--- src/rtl/kbd_cmd_encoder.sv ---
// Player command strobes (D, E, B, F, R) to ASCII key codes.
// Rising edges become pending requests, serviced by priority into a small byte FIFO.
module kbd_cmd_encoder #(
  parameter int DEPTH     = 4,
  parameter bit UPPERCASE = 1'b1
) (
  input  logic                     clk,
  input  logic                     rst_n,
  input  logic                     cmd_d,
  input  logic                     cmd_e,
  input  logic                     cmd_b,
  input  logic                     cmd_f,
  input  logic                     cmd_r,
  output logic [7:0]               kbd_out,
  output logic                     kbd_valid,
  input  logic                     kbd_ready,
  output logic [$clog2(DEPTH):0]   fifo_count,
  output logic                     overflow
);

  localparam int AW   = $clog2(DEPTH);
  localparam int CW   = AW + 1;
  localparam int NCMD = 5;

  // Bit index is also the priority: 0 (D) is serviced first, 4 (R) last.
  logic [NCMD-1:0] cmd_vec;
  logic [NCMD-1:0] prev_reg;
  logic [NCMD-1:0] pending_reg, pending_next;
  logic [NCMD-1:0] event_vec, merge_vec, grant_vec;
  logic [2:0]      grant_idx;

  logic [7:0]      mem [DEPTH];
  logic [AW-1:0]   wr_ptr_reg, wr_ptr_next;
  logic [AW-1:0]   rd_ptr_reg, rd_ptr_next;
  logic [CW-1:0]   count_reg, count_next;
  logic [7:0]      head_reg, head_next;
  logic            overflow_reg;

  logic            pop, push, can_accept, empty_after_pop;
  logic [7:0]      wr_data;

  assign cmd_vec = {cmd_r, cmd_f, cmd_b, cmd_e, cmd_d};

  function automatic logic [7:0] code_of(input logic [2:0] idx);
    logic [7:0] c;
    case (idx)
      3'd0:    c = 8'h44;
      3'd1:    c = 8'h45;
      3'd2:    c = 8'h42;
      3'd3:    c = 8'h46;
      default: c = 8'h52;
    endcase
    if (!UPPERCASE) c = c | 8'h20;
    return c;
  endfunction

  // An event on a bit that is still pending and not being serviced is a merge.
  genvar gi;
  generate
    for (gi = 0; gi < NCMD; gi++) begin : g_cmd
      assign event_vec[gi] = cmd_vec[gi] & ~prev_reg[gi];
      assign merge_vec[gi] = event_vec[gi] & pending_reg[gi] & ~grant_vec[gi];
    end
  endgenerate

  always_comb begin
    grant_idx = 3'd0;
    for (int i = NCMD - 1; i >= 0; i--) begin
      if (pending_reg[i]) grant_idx = 3'(i);
    end
  end

  assign kbd_valid  = (count_reg != '0);
  assign pop        = kbd_valid & kbd_ready;
  assign can_accept = (count_reg != CW'(DEPTH)) | pop;
  assign push       = (|pending_reg) & can_accept;
  assign grant_vec  = push ? (NCMD'(1) << grant_idx) : '0;
  assign wr_data    = code_of(grant_idx);

  // A new event on the bit being serviced re-arms it rather than being lost.
  assign pending_next = (pending_reg & ~grant_vec) | event_vec;

  always_comb begin
    wr_ptr_next = push ? wr_ptr_reg + AW'(1) : wr_ptr_reg;
    rd_ptr_next = pop  ? rd_ptr_reg + AW'(1) : rd_ptr_reg;
    count_next  = count_reg;
    case ({push, pop})
      2'b10:   count_next = count_reg + CW'(1);
      2'b01:   count_next = count_reg - CW'(1);
      default: count_next = count_reg;
    endcase
  end

  // Registered head: bypass the write when the entry lands in an empty FIFO.
  assign empty_after_pop = (count_reg == '0) || ((count_reg == CW'(1)) && pop);

  always_comb begin
    head_next = 8'h00;
    if (count_next != '0) begin
      if (empty_after_pop && push) head_next = wr_data;
      else                         head_next = mem[rd_ptr_next];
    end
  end

  always_ff @(posedge clk) begin
    if (push) mem[wr_ptr_reg] <= wr_data;
  end

  always_ff @(posedge clk or negedge rst_n) begin
    if (!rst_n) begin
      prev_reg     <= '0;
      pending_reg  <= '0;
      wr_ptr_reg   <= '0;
      rd_ptr_reg   <= '0;
      count_reg    <= '0;
      head_reg     <= 8'h00;
      overflow_reg <= 1'b0;
    end else begin
      prev_reg     <= cmd_vec;
      pending_reg  <= pending_next;
      wr_ptr_reg   <= wr_ptr_next;
      rd_ptr_reg   <= rd_ptr_next;
      count_reg    <= count_next;
      head_reg     <= head_next;
      overflow_reg <= overflow_reg | (|merge_vec);
    end
  end

  assign kbd_out    = head_reg;
  assign fifo_count = count_reg;
  assign overflow   = overflow_reg;

endmodule
--- config.mk ---
export PLATFORM = sky130hd
export DESIGN_NAME = kbd_cmd_encoder
export DESIGN_NICKNAME = d
export VERILOG_FILES = /design/src/rtl/kbd_cmd_encoder.sv
export SDC_FILE = /design/constraint.sdc
export NUM_CORES = 1
export LEC_CHECK = 0
export BUFFER_PORTS_ARGS = -buffer_cell sky130_fd_sc_hd__clkbuf_2
export CORE_MARGIN = 1.5
export CORE_UTILIZATION = 52
export DETAILED_ROUTE_END_ITERATION = 7
export GPL_ROUTABILITY_DRIVEN = 0
export GPL_TIMING_DRIVEN = 0
export PLACE_DENSITY = 0.75
export RECOVER_POWER = 25
export REMOVE_ABC_BUFFERS = 1
export SYNTH_ARGS = -nofsm -noshare
export SYNTH_HDL_FRONTEND = slang
export SYNTH_SLANG_ARGS = --single-unit
--- constraint.sdc ---
create_clock -name clk -period 2.84 [get_ports clk]
set_clock_uncertainty 0.2 [all_clocks]
set_input_delay 0.568 -clock clk [delete_from_list [all_inputs] [get_ports clk]]
set_output_delay 0.568 -clock clk [all_outputs]
set_load 0.05 [all_outputs]
==> results by group, run 1 <==
Cells and area
  • Commonest non-fill, non-tap cell in the layout: dfrtp_1
  • Fin cells: 258
  • Share of post-route cells with drive strength above 1: 0.167
  • Most frequent cells in the layout: dfrtp_1, edfxtp_1, o21ai_0
  • Largest Register: mem
  • # diodes: 0
  • Largest register FFs: 16
  • Cell area after layout: 0.00227 sq mm
  • Final Net Count: 228
  • Synth-to-layout area growth: 12.2%

Placement
  • Dpl hpwl: 2920 um
  • Input/output buffers: 17
  • Placed cell area: 0.00212 sq mm
  • Placed Instances: 245

Worst hold path
  • Hold depth: 1
  • Hold wc startpoint: cmd_d
  • Hold endpoint: prev_reg[0]
  • Min-Delay Path Class: input port to register

Setup path
  • CP required: 2.82 ns
  • Worst reg2reg path depth: 13
  • Worst reg2reg path startpoint: fifo_count[0]
  • Setup crit start kind: register
  • FF-to-FF setup slack: 0.12 ns
  • Worst setup EP type: register
  • Worst Path Class, Setup: register to register
  • Worst path arrival time: 2.70 ns
  • CP Max Fanout: 13
  • R2r endpoint: kbd_out[1]

Route
  • Via count: 1474
  • Detail Route Antenna Nets: 0
  • Initial DRC count: 168
  • DRC errors left: 0
  • Wire length per cell: 15.1 um
  • Routed wire length: 3900 um
  • Drt pass-1 iters: 4
  • Via density: 5.71

STA
  • Worst Tran Pin Value: 1.23 ns
  • Final setup viols: 0
  • Slew Limit Headroom: 0.179
  • Final Max Tran Viols: 0
  • Final setup TNS: 0 ns
  • Final period utilization: 0.958
  • Final min period: 2.72 ns
  • Max Clock Freq: 367 MHz
  • Final Hold Viols: 0

Pwr
  • VDD IR max: 0.522 mV
  • Pint: 1.47 mW
  • Seq pwr share: 0.361
  • Clock power frac: 0.128
  • Switching Fraction: 0.451
  • Total Power: 2.68 mW
  • NetSw: 1.21 mW
  • Pwr Density: 1180 mW/mm^2
  • Logic pwr share: 0.512
  • Static leakage: 0.963 nW

Synth
  • Ys async rst share: 0.590
  • Main synth FF type: dfrtp_1
  • Synth Warn #: 0
  • Mapped cell area: 0.00202 sq mm
  • Yosys reg bits: 39
  • Synth cell types: 47
  • Post-synthesis cell count: 187
  • Post-synth EDFFs: 16
  • Sequential element share of the synthesized area: 0.522
  • Mean Syn Cell Area: 10.8 sq um

Die
  • Die area: 0.00427 sq mm
  • Core Area: 0.00369 sq mm
  • Starting density of the core: 0.549
  • Top-level port count: 21
  • Rows: 22
  • Die X: 65.4 um
  • Die span in y: 65.4 um

CTS
  • Root buffer cell: clkbuf_8
  • Clock Sinks: 39
  • Hold Buf Count CTS: 0
  • Clock slew at reported path FFs: 0.07 ns
  • Htree depth: 2
  • Num CTS Buffers: 5
  • Clk_lat worst skew: 0.28 ns
  • Max clock buf depth: 2
  • CTS tree: done

Global routing
  • Initial antenna violation count: 0
  • Vias in the first global route: 1386
  • GRT Total Usage: 0.196
  • Largest net degree at the start of global routing: 24
  • First-pass GRT wire length: 6280 um
  • GRT overflow: 0

Flow run
  • MaxCap Viol Count: 0

Status
  • Outcome: complete, no violations
-- per-layer routing --
| metal | wire, um | global-route usage | up-vias |
|---|---|---|---|
| li1 | - | - | 721 |
| met1 | 1630 | 0.236 | 690 |
| met2 | 2000 | 0.342 | 55 |
| met3 | 212 | 0.0445 | 8 |
| met4 | 53 | 0.0729 | 0 |
| met5 | 0 | 0 | - |
-- cells by family (layout without fill, tap and decap cells) --
group,count (synthesis),count (layout),share of synthesized area
fa+ha+maj,11,11,0.0680
compound gates,53,53,0.176
other cells,1,3,0.00185
mux,3,3,0.0148
buf+inv,26,47,0.0625
xor+xnor,3,3,0.0167
flops,39,39,0.522
simple gates,51,51,0.138
-- area by class of cell --
cell class	instances	area, sq um
Fill cell	307	1420
Inverter	17	71.3
Sequential cell	39	1060
Clock buffer	6	72.6
Clock inverter	2	7.51
Multi-Input combinational cell	124	886
Tap cell	48	60.1
Timing Repair Buffer	22	116
-- metrics by stage --
step | utilization | hold slack, ns | setup WS [ns]
6_report | 0.615 | 0.210 | 0.118
5_1_grt | 0.615 | 0.202 | -0.0409
4_1_cts | 0.607 | 0.0880 | 0.00874
3_5_place_dp | 0.575 | 0.257 | -0.637
3_3_place_gp | 0.575 | 0.231 | -0.682
2_1_floorplan | - | 0.0724 | -0.241
-- worst max path at each step --
stage          slack [ns]    endpoint  depth (start not counted)          start
2_1_floorplan       -0.24  kbd_out[1]                         10  fifo_count[0]
3_3_place_gp        -0.68  kbd_out[1]                         10      kbd_ready
3_5_place_dp        -0.64  kbd_out[1]                         11      kbd_ready
4_1_cts             0.009  kbd_out[1]                         12  fifo_count[0]
5_1_grt             -0.04  kbd_out[1]                         13  fifo_count[0]
6_report             0.12  kbd_out[1]                         13  fifo_count[0]
-- Yosys cell counts, types with 2 or more instances --
master	n	area, sq um
a21oi_1	8	40.0
clkbuf_1	3	11.3
a2111oi_0	4	35.0
a311oi_1	2	17.5
nor2b_1	7	43.8
o21ai_0	17	85.1
o21ai_1	3	15.0
inv_1	14	52.6
a221oi_1	2	17.5
nor2_1	5	18.8
nor3_1	4	20.0
edfxtp_1	16	480
nand3_1	6	30.0
o31ai_1	2	15.0
ha_1	11	138
a211oi_1	2	15.0
and3_1	6	37.5
nand3b_1	2	15.0
nand2b_1	4	25.0
dfrtp_1	23	576
mux2i_1	3	30.0
xnor2_1	2	17.5
nand2_1	12	45.0
o21bai_1	2	15.0
buf_2	2	10.0
a22o_1	2	17.5
buf_4	3	22.5
-- power groups by stage --
stage | sequential, mW | clock (mW) | combinational [mW]
after floorplan | 1.12 | 0 | 0.751
after global placement | 0.970 | 0 | 1.17
after detailed placement | 0.978 | 0 | 1.21
after CTS | 0.967 | 0.350 | 1.30
after global routing | 0.993 | 0.368 | 1.48
final | 0.966 | 0.343 | 1.37
-- repair_timing --
action / in CTS / in global routing
buffers inserted: 2 / 3
endpoints found under the setup margin: 5 / 5
gates resized for setup: 6 / 4
pin swaps: 1 / 0
-- worst max-delay path, cell delays in order, from the launching register on --
cell      delay (ns)
dfrtp_1         0.39
inv_1           0.13
ha_1            0.25
nor2b_4         0.21
inv_4           0.09
nand2_4         0.10
clkinv_4        0.08
ha_1            0.33
inv_1           0.14
a21oi_1         0.10
a21oi_2         0.20
nor3_4          0.05
buf_4           0.16
a221oi_1        0.20
Power figures use the tool's default switching activity.
==> run 2, diff against run 1 <==
Settings changed: CORE_UTILIZATION 52 to 58, PLACE_DENSITY 0.75 to 0.79.
Clock period 2.84 ns to 3.02 ns, I/O delays scaled along.
==> results by group, run 2 (synthesized netlist as in run 1, its figures left out) <==
Global routing
  • First-pass GRT wire length: 6230 um
  • Initial antenna violation count: 0
  • GRT Total Usage: 0.231
  • Vias in the first global route: 1356
  • Largest net degree at the start of global routing: 24
  • GRT overflow: 0

Route
  • Via count: 1490
  • DRC errors left: 0
  • Routed wire length: 3970 um
  • Initial DRC count: 92
  • Detail Route Antenna Nets: 0
  • Drt pass-1 iters: 4
  • Wire length per cell: 15.6 um
  • Via density: 5.84

Cells and area
  • Cell area after layout: 0.00226 sq mm
  • Share of post-route cells with drive strength above 1: 0.177
  • Largest register FFs: 16
  • Synth-to-layout area growth: 11.6%
  • Fill count: 253
  • Largest Register: mem
  • Final Net Count: 227
  • # diodes: 0
  • Register area: 0.00106 sq mm
  • Fin cells: 255
  • Multi-input combinational cell area: 887 sq um
  • Util after Layout: 0.677
  • Most frequent cells in the layout: dfrtp_1, edfxtp_1, o21ai_0
  • Commonest non-fill, non-tap cell in the layout: dfrtp_1

CTS
  • Clock Sinks: 39
  • Root buffer cell: clkbuf_4
  • Clk_lat worst skew: 0.34 ns
  • Clock slew at reported path FFs: 0.11 ns
  • Hold Buf Count CTS: 0
  • Htree depth: 2
  • Max clock buf depth: 2
  • Num CTS Buffers: 5
  • CTS tree: done

Setup path
  • Worst setup EP type: register
  • CP Max Fanout: 13
  • Worst reg2reg path depth: 12
  • Worst Path Class, Setup: register to register
  • CP required: 3.05 ns
  • Worst path arrival time: 2.92 ns
  • Setup crit start kind: register

Placement
  • Placed Instances: 243
  • Dpl hpwl: 2940 um
  • Placed cell area: 0.00212 sq mm
  • Input/output buffers: 17

STA
  • Final Hold Viols: 0
  • Final setup viols: 0
  • Final setup TNS: 0 ns
  • Final period utilization: 0.957
  • Final Max Tran Viols: 0
  • Slew Limit Headroom: 0.204
  • Final min period: 2.89 ns
  • Max Clock Freq: 346 MHz
  • WHS: 0.173 ns
  • Worst Tran Pin Value: 1.19 ns

Pwr
  • Pwr Density: 1110 mW/mm^2
  • Static leakage: 0.967 nW
  • VDD IR max: 0.650 mV

Die
  • Top-level port count: 21
  • Die area: 0.00385 sq mm
  • Core Area: 0.00334 sq mm
  • Starting density of the core: 0.606
  • Die X: 62.1 um
  • Die span in y: 62.1 um
  • Rows: 21

Status
  • Outcome: complete, no violations

Worst hold path
  • Hold depth: 1
  • Min-Delay Path Class: input port to register

Flow run
  • MaxCap Viol Count: 0
[run 2: layout make-up]
type                            count  area share
Inverter                           17      0.0316
Multi-Input combinational cell    124       0.393
Sequential cell                    39       0.468
Tap cell                           46      0.0255
Clock inverter                      3      0.0172
Timing Repair Buffer               21      0.0488
Clock buffer                        5      0.0166
[run 2: worst paths after layout]
path	from	endpoint	slack, ns
max	fifo_count[0]	kbd_out[0]	0.13
min	cmd_r	prev_reg[4]	0.17
max reg2reg	fifo_count[0]	kbd_out[0]	0.13
min reg2reg	prev_reg[1]	pending_reg[1]	0.25
max in group asynchronous	rst_n	pending_reg[2]	1.63
min in group asynchronous	rst_n	rd_ptr_reg[0]	0.27
[run 2: timing repair]
item / in CTS / in global routing
gates resized for setup: 2 / 7
pin swaps: 0 / 1
setup buffers: 0 / 4
endpoints found under the setup margin: 5 / 5
[run 2: critical path: stages, from the launching register on]
cell and delay [ns]:
dfrtp_1 0.43, inv_1 0.16, ha_1 0.26, nor2b_4 0.26, inv_4 0.11, nand2_4 0.11
clkinv_4 0.08, ha_1 0.34, inv_1 0.11, o211ai_1 0.15, o21ai_2 0.15, nor3_4 0.32
a21oi_1 0.09
[run 2: routing by layer]
| metal | track usage | part of all wire | up-vias |
|---|---|---|---|
| li1 | - | - | 716 |
| met1 | 0.281 | 0.40 | 697 |
| met2 | 0.376 | 0.50 | 61 |
| met3 | 0.0683 | 0.064 | 16 |
| met4 | 0.109 | 0.033 | 0 |
| met5 | 0 | 0 | - |
[run 2: per-stage QoR]
stage                     power (mW)  setup slack [ns]
after floorplan                 1.76           -0.0605
after global placement          1.99            -0.378
after detailed placement        2.05            -0.477
after CTS                       2.41            0.0421
after global routing            2.69           -0.0418
final                           2.51             0.129
[run 2: report_power, final]
part	total, mW	internal [mW]	switching, mW
Sequential	0.917	0.761	0.156
Combinational	1.26	0.440	0.823
Clock	0.332	0.170	0.162
Total	2.51	1.37	1.14
==> run 3, diff against run 2 <==
Settings changed: ABC_AREA set to 1, CORE_UTILIZATION 58 to 57, PLACE_DENSITY 0.79 to 0.78.
==> results by group, run 3 <==
Route
  • Drt pass-1 iters: 4
  • DRC errors left: 0
  • Via count: 1376
  • Routed wire length: 3230 um
  • Via density: 4.97
  • Detail Route Antenna Nets: 0
  • Initial DRC count: 64
  • Wire length per cell: 11.7 um

Global routing
  • Vias in the first global route: 1289
  • Largest net degree at the start of global routing: 24
  • GRT Total Usage: 0.208
  • Initial antenna violation count: 0
  • GRT overflow: 0
  • First-pass GRT wire length: 5530 um

Pwr
  • VDD IR max: 0.459 mV
  • Logic pwr share: 0.502
  • Pwr Density: 1070 mW/mm^2
  • Seq pwr share: 0.386
  • Clock power frac: 0.112
  • NetSw: 1.09 mW
  • Total Power: 2.29 mW
  • Switching Fraction: 0.476
  • Static leakage: 1.08 nW
  • Pint: 1.20 mW

CTS
  • Root buffer cell: clkbuf_4
  • Hold Buf Count CTS: 0
  • Clock Sinks: 39
  • Post_cts resized: 0
  • Max clock buf depth: 2
  • Post CTS Setup Buffer Count: 0
  • CTS tree: done
  • Clock slew at reported path FFs: 0.11 ns
  • Clk_lat worst skew: 0.34 ns
  • Num CTS Buffers: 5
  • Htree depth: 2

Die
  • Top-level port count: 21
  • Rows: 21
  • Starting density of the core: 0.591
  • Die span in y: 61.6 um
  • Core Area: 0.00331 sq mm
  • Die X: 61.6 um
  • Die area: 0.00379 sq mm

Synth
  • Mapped cell area: 0.00196 sq mm
  • Post-synth EDFFs: 16
  • Top cells by area, synth: dfrtp_1, edfxtp_1, nand2_1
  • Post-synthesis cell count: 207
  • Synth Warn #: 0
  • Synth Area in Compound Gates: 0.0403
  • Commonest cells post-synth: nand2_1, inv_1, dfrtp_1, nand3_1, edfxtp_1
  • Synth area leader: dfrtp_1
  • Yosys reg bits: 39
  • Most common cell in the synthesized netlist: nand2_1
  • Mean Syn Cell Area: 9.45 sq um
  • Synth Area in XOR/XNOR: 0.00448
  • Largest family of logic cells by synthesized area: simple AND/OR/NAND/NOR gates
  • Synth Area in Simple Gates: 0.263
  • Synth top area share: 0.294
  • Ys async rst share: 0.590
  • Main synth FF type: dfrtp_1
  • Mux contribution to synthesized area: 0
  • Synth cell types: 26
  • Synth Area in Adders: 0.0703
  • Sequential element share of the synthesized area: 0.540

STA
  • Worst Tran Pin Value: 1.19 ns
  • Slew Limit Headroom: 0.208
  • Final period utilization: 0.826
  • Final setup TNS: 0 ns
  • Final setup viols: 0
  • Final Max Tran Viols: 0
  • Final min period: 2.49 ns
  • Max Clock Freq: 401 MHz
  • Final Hold Viols: 0
  • RSZ-0062 raised after global routing: false

Worst hold path
  • Hold depth: 1
  • Hold wc startpoint: cmd_f
  • Hold endpoint: prev_reg[3]
  • Min-Delay Path Class: input port to register

Cells and area
  • Synth-to-layout area growth: 8.95%
  • Util after Layout: 0.644
  • Largest Register: mem
  • Largest register FFs: 16
  • Final Net Count: 249
  • # diodes: 0
  • Most frequent cells in the layout: nand2_1, inv_1, dfrtp_1
  • Commonest non-fill, non-tap cell in the layout: nand2_1
  • Share of post-route cells with drive strength above 1: 0.177

Setup path
  • Worst path arrival time: 2.53 ns
  • Worst Path Class, Setup: register to register
  • Worst reg2reg path startpoint: fifo_count[0]
  • R2r endpoint: kbd_out[4]
  • Worst setup EP type: register
  • Worst reg2reg path depth: 12
  • CP required: 3.06 ns
  • CP Max Fanout: 8
  • Setup crit start kind: register
  • FF-to-FF setup slack: 0.53 ns

Placement
  • Dpl hpwl: 2500 um
  • Input/output buffers: 17

Flow run
  • MaxCap Viol Count: 0

Status
  • Outcome: complete, no violations
==> run 3: changes by cell type after synthesis, sizes merged, moves of 6 or more <==
cell / delta
nand3: +12
nor2: +9
o21ai: -14
inv: +20
nor2b: -8
and3: -6
nand2: +50
==> run 3: final cells by class <==
| cell class | instances | area [sq um] |
|---|---|---|
| clock buffers | 6 | 41.3 |
| inverters | 36 | 135 |
| flip-flops and latches | 39 | 1060 |
| well taps | 46 | 57.6 |
| fillers | 290 | 1180 |
| multi-input cells | 131 | 751 |
| clock inverters | 2 | 12.5 |
| repair buffers | 17 | 78.8 |
==> run 3: power by group through the flow <==
stage	clock, mW	sequential (mW)	combinational, mW
after detailed placement	0	0.898	1.16
final	0.257	0.883	1.15
after CTS	0.270	0.885	1.16
after global placement	0	0.885	1.13
after floorplan	0	1.06	0.739
after global routing	0.295	0.905	1.32
==> run 3: worst max path at each step <==
stage | slack (ns) | end | from | cells past startpoint
3_5_place_dp | 0.52 | kbd_out[4] | kbd_ready | 11
2_1_floorplan | 0.40 | kbd_out[0] | fifo_count[0] | 13
6_report | 0.53 | kbd_out[4] | fifo_count[0] | 12
4_1_cts | 0.49 | kbd_out[4] | fifo_count[0] | 12
3_3_place_gp | 0.55 | kbd_out[2] | kbd_ready | 11
5_1_grt | 0.20 | kbd_out[2] | fifo_count[0] | 12
==> run 3: kinds of logic (layout without fill, tap and decap cells) <==
logic type | after synthesis | after routing
and+or+nand+nor | 102 | 102
DFF | 39 | 39
buffers and inverters | 39 | 61
AOI/OAI and AO/OA | 14 | 14
adders and majority gates | 11 | 11
other | 1 | 3
xor gates and xnor gates | 1 | 1
==> run 3: routing by layer <==
metal  global-route usage  part of all wire
met1                0.257              0.43
met2                0.350              0.51
met4               0.0912             0.018
met3               0.0441             0.038
met5                    0                 0
==> run 3: metrics by stage <==
step	setup WS [ns]	hold slack, ns	area [sq um]	cells
finish	0.527	0.178	2130	277
floorplan	0.400	0.108	1940	206
CTS	0.494	0.0352	2140	277
global placement	0.553	0.277	2080	269
global route	0.201	0.141	2130	277
detailed placement	0.519	0.295	2080	269
==> run 3: critical path: stages (launching register included) <==
cell      delay [ns]
dfrtp_1         0.45
inv_1           0.12
ha_1            0.29
nand3b_4        0.16
nand2_4         0.15
inv_2           0.07
ha_1            0.24
o21ai_0         0.15
o21ai_0         0.14
nor2_1          0.15
nand2_1         0.14
nand2_1         0.09
a21oi_1         0.04
